==> src/rtl/cpu_pkg.sv <==
// Shared definitions for the 8-bit core: opcode map, flag bit positions,
// writeback FSM encoding and an opcode classifier.
package cpu_pkg;

    localparam logic [4:0] OP_NOP       = 5'h00;
    localparam logic [4:0] OP_ALU_FIRST = 5'h01;
    localparam logic [4:0] OP_ALU_LAST  = 5'h0F;
    localparam logic [4:0] OP_CMP       = 5'h0A;
    localparam logic [4:0] OP_MUL       = 5'h10;
    localparam logic [4:0] OP_LD        = 5'h11;
    localparam logic [4:0] OP_ST        = 5'h12;
    localparam logic [4:0] OP_MOV       = 5'h13;
    localparam logic [4:0] OP_JMP       = 5'h14;
    localparam logic [4:0] OP_JZ        = 5'h15;
    localparam logic [4:0] OP_JC        = 5'h16;
    localparam logic [4:0] OP_HLT       = 5'h17;

    localparam int FLAG_Z  = 3;
    localparam int FLAG_C  = 2;
    localparam int FLAG_AC = 1;
    localparam int FLAG_P  = 0;

    typedef enum logic {
        IDLE   = 1'b0,
        MUL_HI = 1'b1
    } wb_state_t;

    typedef enum logic [3:0] {
        CLS_NOP,
        CLS_ALU,
        CLS_CMP,
        CLS_MUL,
        CLS_LD,
        CLS_ST,
        CLS_MOV,
        CLS_JMP,
        CLS_JZ,
        CLS_JC,
        CLS_HLT,
        CLS_ILLEGAL
    } op_class_t;

    // Everything above OP_HLT is undefined and behaves as a NOP that flags illegal_op.
    function automatic op_class_t classify(input logic [4:0] op);
        op_class_t cls;
        if (op == OP_NOP)                               cls = CLS_NOP;
        else if (op == OP_CMP)                          cls = CLS_CMP;
        else if (op >= OP_ALU_FIRST && op <= OP_ALU_LAST) cls = CLS_ALU;
        else if (op == OP_MUL)                          cls = CLS_MUL;
        else if (op == OP_LD)                           cls = CLS_LD;
        else if (op == OP_ST)                           cls = CLS_ST;
        else if (op == OP_MOV)                          cls = CLS_MOV;
        else if (op == OP_JMP)                          cls = CLS_JMP;
        else if (op == OP_JZ)                           cls = CLS_JZ;
        else if (op == OP_JC)                           cls = CLS_JC;
        else if (op == OP_HLT)                          cls = CLS_HLT;
        else                                            cls = CLS_ILLEGAL;
        return cls;
    endfunction

endpackage

==> src/rtl/wb_regfile.sv <==
// Architectural register file: one write port, two combinational read ports
// that forward the data being written in the same cycle.
module wb_regfile #(
    parameter int NREGS = 8,
    parameter int AW    = 3,
    parameter int DW    = 8
) (
    input  logic          clk,
    input  logic          rst,
    input  logic          we,
    input  logic [AW-1:0] waddr,
    input  logic [DW-1:0] wdata,
    input  logic [AW-1:0] raddr1,
    input  logic [AW-1:0] raddr2,
    output logic [DW-1:0] rdata1,
    output logic [DW-1:0] rdata2
);

    logic [DW-1:0] regs_reg [NREGS];
    logic [NREGS-1:0] wen;

    for (genvar gi = 0; gi < NREGS; gi++) begin : g_wen
        assign wen[gi] = we && (waddr == AW'(gi));
    end

    always_ff @(posedge clk or posedge rst) begin
        if (rst) begin
            for (int i = 0; i < NREGS; i++) begin
                regs_reg[i] <= '0;
            end
        end else begin
            for (int i = 0; i < NREGS; i++) begin
                if (wen[i]) begin
                    regs_reg[i] <= wdata;
                end
            end
        end
    end

    assign rdata1 = (we && (waddr == raddr1)) ? wdata : regs_reg[raddr1];
    assign rdata2 = (we && (waddr == raddr2)) ? wdata : regs_reg[raddr2];

endmodule

==> src/rtl/writeback_unit.sv <==
// Final pipeline stage: commits results to registers, data memory and flags,
// resolves jumps, and sequences the two-cycle multiply writeback.
module writeback_unit
    import cpu_pkg::*;
#(
    parameter int NREGS      = 8,
    parameter int DMEM_DEPTH = 16
) (
    input  logic        clk,
    input  logic        rst,
    input  logic        in_valid,
    input  logic [4:0]  EX_WB_opcode,
    input  logic        EX_WB_am,
    input  logic [2:0]  EX_WB_rd,
    input  logic [3:0]  EX_WB_mem_addr,
    input  logic [5:0]  EX_WB_instr_mem_addr,
    input  logic [15:0] EX_WB_result,
    input  logic        EX_WB_zero_flag,
    input  logic        EX_WB_carry_flag,
    input  logic        EX_WB_ac_flag,
    input  logic        EX_WB_parity_flag,
    input  logic [2:0]  rs1_addr,
    input  logic [2:0]  rs2_addr,
    output logic [7:0]  rs1_data,
    output logic [7:0]  rs2_data,
    output logic [3:0]  flags,
    output logic        stall,
    output logic        redirect_valid,
    output logic [5:0]  redirect_addr,
    output logic        halted,
    output logic        illegal_op
);

    wb_state_t  state_reg;
    logic [3:0] flags_reg;
    logic       redirect_valid_reg;
    logic [5:0] redirect_addr_reg;
    logic       halted_reg;
    logic       illegal_op_reg;
    logic [2:0] mul_rd_reg;
    logic [7:0] mul_hi_reg;

    logic [7:0] dmem_reg [DMEM_DEPTH];
    logic [DMEM_DEPTH-1:0] dmem_wen;

    op_class_t  op_class;
    logic       accept;
    logic [3:0] dmem_addr;
    logic [7:0] ld_data;
    logic [3:0] flags_in;
    logic       flags_we;
    logic       dmem_we;
    logic       jump_taken;
    logic       rf_we;
    logic [2:0] rf_waddr;
    logic [7:0] rf_wdata;

    assign op_class  = classify(EX_WB_opcode);
    assign stall     = (state_reg == MUL_HI);
    assign accept    = in_valid && !stall && !halted_reg;
    assign dmem_addr = EX_WB_am ? EX_WB_result[3:0] : EX_WB_mem_addr;
    assign ld_data   = dmem_reg[dmem_addr];

    always_comb begin
        flags_in          = '0;
        flags_in[FLAG_Z]  = EX_WB_zero_flag;
        flags_in[FLAG_C]  = EX_WB_carry_flag;
        flags_in[FLAG_AC] = EX_WB_ac_flag;
        flags_in[FLAG_P]  = EX_WB_parity_flag;
    end

    assign flags_we = accept && (op_class == CLS_ALU || op_class == CLS_CMP || op_class == CLS_MUL);
    assign dmem_we  = accept && (op_class == CLS_ST);

    // Jump conditions look at the flag register as it stood before this instruction.
    always_comb begin
        jump_taken = 1'b0;
        if (accept) begin
            case (op_class)
                CLS_JMP: jump_taken = 1'b1;
                CLS_JZ:  jump_taken = flags_reg[FLAG_Z];
                CLS_JC:  jump_taken = flags_reg[FLAG_C];
                default: jump_taken = 1'b0;
            endcase
        end
    end

    // Single register write port: the MUL high byte owns it during the stall cycle.
    always_comb begin
        rf_we    = 1'b0;
        rf_waddr = EX_WB_rd;
        rf_wdata = EX_WB_result[7:0];
        if (state_reg == MUL_HI) begin
            rf_we    = 1'b1;
            rf_waddr = mul_rd_reg + 3'd1;
            rf_wdata = mul_hi_reg;
        end else if (accept) begin
            case (op_class)
                CLS_ALU, CLS_MUL, CLS_MOV: rf_we = 1'b1;
                CLS_LD: begin
                    rf_we    = 1'b1;
                    rf_wdata = ld_data;
                end
                default: rf_we = 1'b0;
            endcase
        end
    end

    wb_regfile #(
        .NREGS (NREGS),
        .AW    (3),
        .DW    (8)
    ) u_regfile (
        .clk    (clk),
        .rst    (rst),
        .we     (rf_we),
        .waddr  (rf_waddr),
        .wdata  (rf_wdata),
        .raddr1 (rs1_addr),
        .raddr2 (rs2_addr),
        .rdata1 (rs1_data),
        .rdata2 (rs2_data)
    );

    for (genvar gi = 0; gi < DMEM_DEPTH; gi++) begin : g_dmem_wen
        assign dmem_wen[gi] = dmem_we && (dmem_addr == 4'(gi));
    end

    always_ff @(posedge clk or posedge rst) begin
        if (rst) begin
            for (int i = 0; i < DMEM_DEPTH; i++) begin
                dmem_reg[i] <= '0;
            end
        end else begin
            for (int i = 0; i < DMEM_DEPTH; i++) begin
                if (dmem_wen[i]) begin
                    dmem_reg[i] <= EX_WB_result[7:0];
                end
            end
        end
    end

    always_ff @(posedge clk or posedge rst) begin
        if (rst) begin
            state_reg          <= IDLE;
            flags_reg          <= '0;
            redirect_valid_reg <= 1'b0;
            redirect_addr_reg  <= '0;
            halted_reg         <= 1'b0;
            illegal_op_reg     <= 1'b0;
            mul_rd_reg         <= '0;
            mul_hi_reg         <= '0;
        end else begin
            redirect_valid_reg <= jump_taken;
            illegal_op_reg     <= accept && (op_class == CLS_ILLEGAL);
            if (jump_taken) begin
                redirect_addr_reg <= EX_WB_instr_mem_addr;
            end
            if (flags_we) begin
                flags_reg <= flags_in;
            end
            if (accept && op_class == CLS_HLT) begin
                halted_reg <= 1'b1;
            end
            case (state_reg)
                IDLE: begin
                    // Capture the high half now so upstream may change inputs during the stall.
                    if (accept && op_class == CLS_MUL) begin
                        state_reg  <= MUL_HI;
                        mul_rd_reg <= EX_WB_rd;
                        mul_hi_reg <= EX_WB_result[15:8];
                    end
                end
                MUL_HI:  state_reg <= IDLE;
                default: state_reg <= IDLE;
            endcase
        end
    end

    assign flags          = flags_reg;
    assign redirect_valid = redirect_valid_reg;
    assign redirect_addr  = redirect_addr_reg;
    assign halted         = halted_reg;
    assign illegal_op     = illegal_op_reg;

endmodule

==> config.mk <==
export PLATFORM = sky130hd
export DESIGN_NAME = writeback_unit
export DESIGN_NICKNAME = d
export VERILOG_FILES = /design/src/rtl/cpu_pkg.sv /design/src/rtl/wb_regfile.sv /design/src/rtl/writeback_unit.sv
export SDC_FILE = /design/constraint.sdc
export NUM_CORES = 1
export LEC_CHECK = 0
export ABC_AREA = 1
export BUFFER_PORTS_ARGS = -buffer_cell sky130_fd_sc_hd__buf_2
export CORE_ASPECT_RATIO = 1.25
export CORE_MARGIN = 4
export CORE_UTILIZATION = 57
export CTS_BUF_LIST = sky130_fd_sc_hd__clkbuf_4
export DETAILED_ROUTE_END_ITERATION = 6
export HOLD_SLACK_MARGIN = 0.1
export PLACE_DENSITY_LB_ADDON = 0.05
export SETUP_SLACK_MARGIN = 0.05
export SKIP_CTS_REPAIR_TIMING = 1
export SLEW_MARGIN = 20
export SYNTH_ARGS = -nofsm -noshare
export SYNTH_HDL_FRONTEND = slang
export SYNTH_SLANG_ARGS = --single-unit
==> constraint.sdc <==
create_clock -name clk -period 7.2 [get_ports clk]
set_input_delay 1.44 -clock clk [delete_from_list [all_inputs] [get_ports clk]]
set_output_delay 1.44 -clock clk [all_outputs]
set_load 0.005 [all_outputs]
==> qor.yml <==
status: "completed"
final_cell_area_sq_um: 12650
cp.required_ns: 5.76
synth-async-reset-ratio_pct: 100.0
worst_slew_pin_slew_ns: 1.097
clockRootBuffer: "clkbuf_4"
r2r_start: "stall"
grt_max_degree: 151
period_needed_ns: 5.793
max_freq_mhz: 172.6
syn2layout_area_growth_pct: 9.791
synth_edf_count: 0
clock_sinks: 217
dp_hpwl_microns: 22700
drt_iter0_markers: 828
synth-seq-area-share_pct: 47.11
h-tree-depth: 2
hold_violations: 0
holdPathEnd: "redirect_addr[5]"
leakagePower_uw: 0.006605
synth_warnings: 0
worstSetupStartpointType: "input port"
die-width_microns: 135.2
grtUsageTotal_pct: 29.75
r2r_end: "u_regfile.regs_reg[44]"
worst_path_largest_cell_delay_ns: 0.65
fin_hold_ws_ns: 0.4731
crit_chain: "buf_2 -> inv_1 -> nand2_2 -> nand2_2 -> buf_4 -> nand2_1 -> nand2_1 -> nand2_1 -> nand2_1 -> nand2_1 -> nand3_1 -> o21ai_1 -> nand2_2 -> nand2_1 -> nand2_1 -> buf_2"
slew_viol_final: 0
syn_area_per_cell_sq_um: 7.272
crit_fanout: 43
cp_top_family: "simple AND/OR/NAND/NOR gates"
power_density_nw_per_um2: 190.0
rows: 57
place.gp.congestion: 0.9436
synth_nets: 1634
power_uw: 2405
n_fill_cell: 1878
r2r_cells: 10
drt_wl_total_microns: 33010
hold_depth: 2
slowest_stage: "nand2_2"
clockBufferDepth: 3
syn_inst: 1585
drv_cap: 0
relSlewSlack_pct: 26.61
firstDrtPassIters: 5
cp-end-kind: "output pin"
avgViaCountPerCell: 5.453
nets: 1708
path_buf_inv: 4
rsz0062_at_grt: "no"
setup-tns-final_ns: 0
clk_pin_slew_ns: 0.06
arrival_ns: 4.35
clk_latency_ns: 0.66
grt_pass1_vias: 10160
dpl_cell_area_sq_um: 12020
synth_seq_cells: 217
cts_tree: "built"
irDropWorstVdd_uv: 151.5
design.die.area_sq_um: 22570
fin_crit_sh_pct: 80.46
cp_common_cell: "nand2_1"
num_vias: 10660
grt-ovfl-total: 0
hp-class: "register to register"
skew_ns: 0.02022
reg2reg_slack_ns: 4.57
drc: 0
initial_core_util_pct: 58.56
synth_area_sq_um: 11530
multi_input_area_sq_um: 5433
finalSetupViolCount: 0
die_h_microns: 167.0
hp-start: "redirect_addr[5]"
drive_gt1_share_pct: 15.64
ant_nets: 0
largest_reg_flops: 128
numCtsBuffers: 55
register_area_sq_um: 5430
fp.coreArea_sq_um: 19680
ys.flop_type: "dfrtp_1"
netlist-cell-type-count: 39
grt_pass1_wl_microns: 53430
worstSetupPathType: "input port to output pin"
num_io_pins: 78
io_buffer_count: 77
grt_antenna_before_repair: 1
wl_per_cell_microns: 16.90
==> through the flow <==
| stage | std cells | setup slack [ns] | utilization, % |
|---|---|---|---|
| finish | 1954 | 1.407 | 64.29 |
| global route | 1954 | 1.132 | 64.29 |
| CTS | 1953 | 1.443 | 64.28 |
| detailed placement | 1867 | 1.447 | 61.07 |
| global placement | 1867 | 1.479 | 61.07 |
| floorplan | 1585 | 2.878 | - |
==> worst register-to-register path, delay by kind of cell (launching register included) <==
family | cells | cell delay (ns)
DFF | 1 | 0.65
AOI/OAI and AO/OA | 1 | 0.20
buffers and inverters | 2 | 0.19
and+or+nand+nor | 7 | 1.47
==> metal layers <==
layer,track usage (%),routed length (microns),up-vias
met4,14.51,1598,0
li1,-,-,5225
met3,4.647,1609,92
met1,36.85,13210,4968
met2,50.50,16600,370
met5,0,0,-
==> how the worst max path moves through the flow <==
stage / end / startpoint / slack [ns] / cells past startpoint
floorplan: rs1_data[5] / EX_WB_am / 2.88 / 11
global placement: rs1_data[2] / EX_WB_am / 1.48 / 16
detailed placement: rs1_data[2] / EX_WB_am / 1.45 / 16
CTS: rs1_data[2] / EX_WB_am / 1.44 / 16
global route: rs1_data[2] / EX_WB_am / 1.13 / 16
finish: rs1_data[2] / EX_WB_am / 1.41 / 16
==> Yosys cell counts, drive strengths merged, types with 5 or more instances <==
library cell,count,area [sq um]
a211oi,6,45.04
a21oi,33,168.9
a31oi,5,31.28
buf,29,173.9
clkbuf,45,170.2
dfrtp,217,5430
inv,78,292.8
nand2,794,3068
nand3,76,447.9
nor2,46,190.2
nor3,5,70.06
o21ai,222,1224
o22ai,11,68.82
==> cell usage in the layout, fill, tap and decap left out, types with 3 or more instances in the layout <==
master and instances:
a31oi_1 5, nand2_1 766, nand2_4 4, buf_4 15, clkbuf_4 81, o21ai_2 27, nor2_1 41, nor2_2 4
o21ai_1 111, dfrtp_1 217, o22ai_1 11, inv_2 6, clkinv_1 6, a21oi_1 32, nand3_2 11, inv_1 71
mux2_2 3, o21ai_0 83, buf_2 77, nand2_2 24, nor3_4 4, nand3_1 64, a211oi_1 6
==> cells by family after synthesis <==
kind of cell	synth area share, %
buffers and inverters	5.775
adders and majority gates	0.1085
muxes	0.2931
xor gates and xnor gates	0.2280
AOI/OAI and AO/OA	13.61
and+or+nand+nor	32.87
DFF	47.11
==> cell type report <==
type,count,area share (%)
repair buffers,93,4.093
well taps,265,2.620
inverters,81,2.432
flip-flops and latches,217,42.91
diodes,1,0.01977
multi-input cells,1211,42.93
clock inverters,5,0.1879
clock buffers,81,4.805
==> power by group <==
part	leakage, uW	internal, uW	switching [uW]	total (uW)
logic	0.00324	45.9	160	206
registers	0.00298	1220	0	1220
clock network	0.000381	504	476	980
total	0.00660	1770	635	2400
Note: power is estimated with default switching activity, not from simulation.
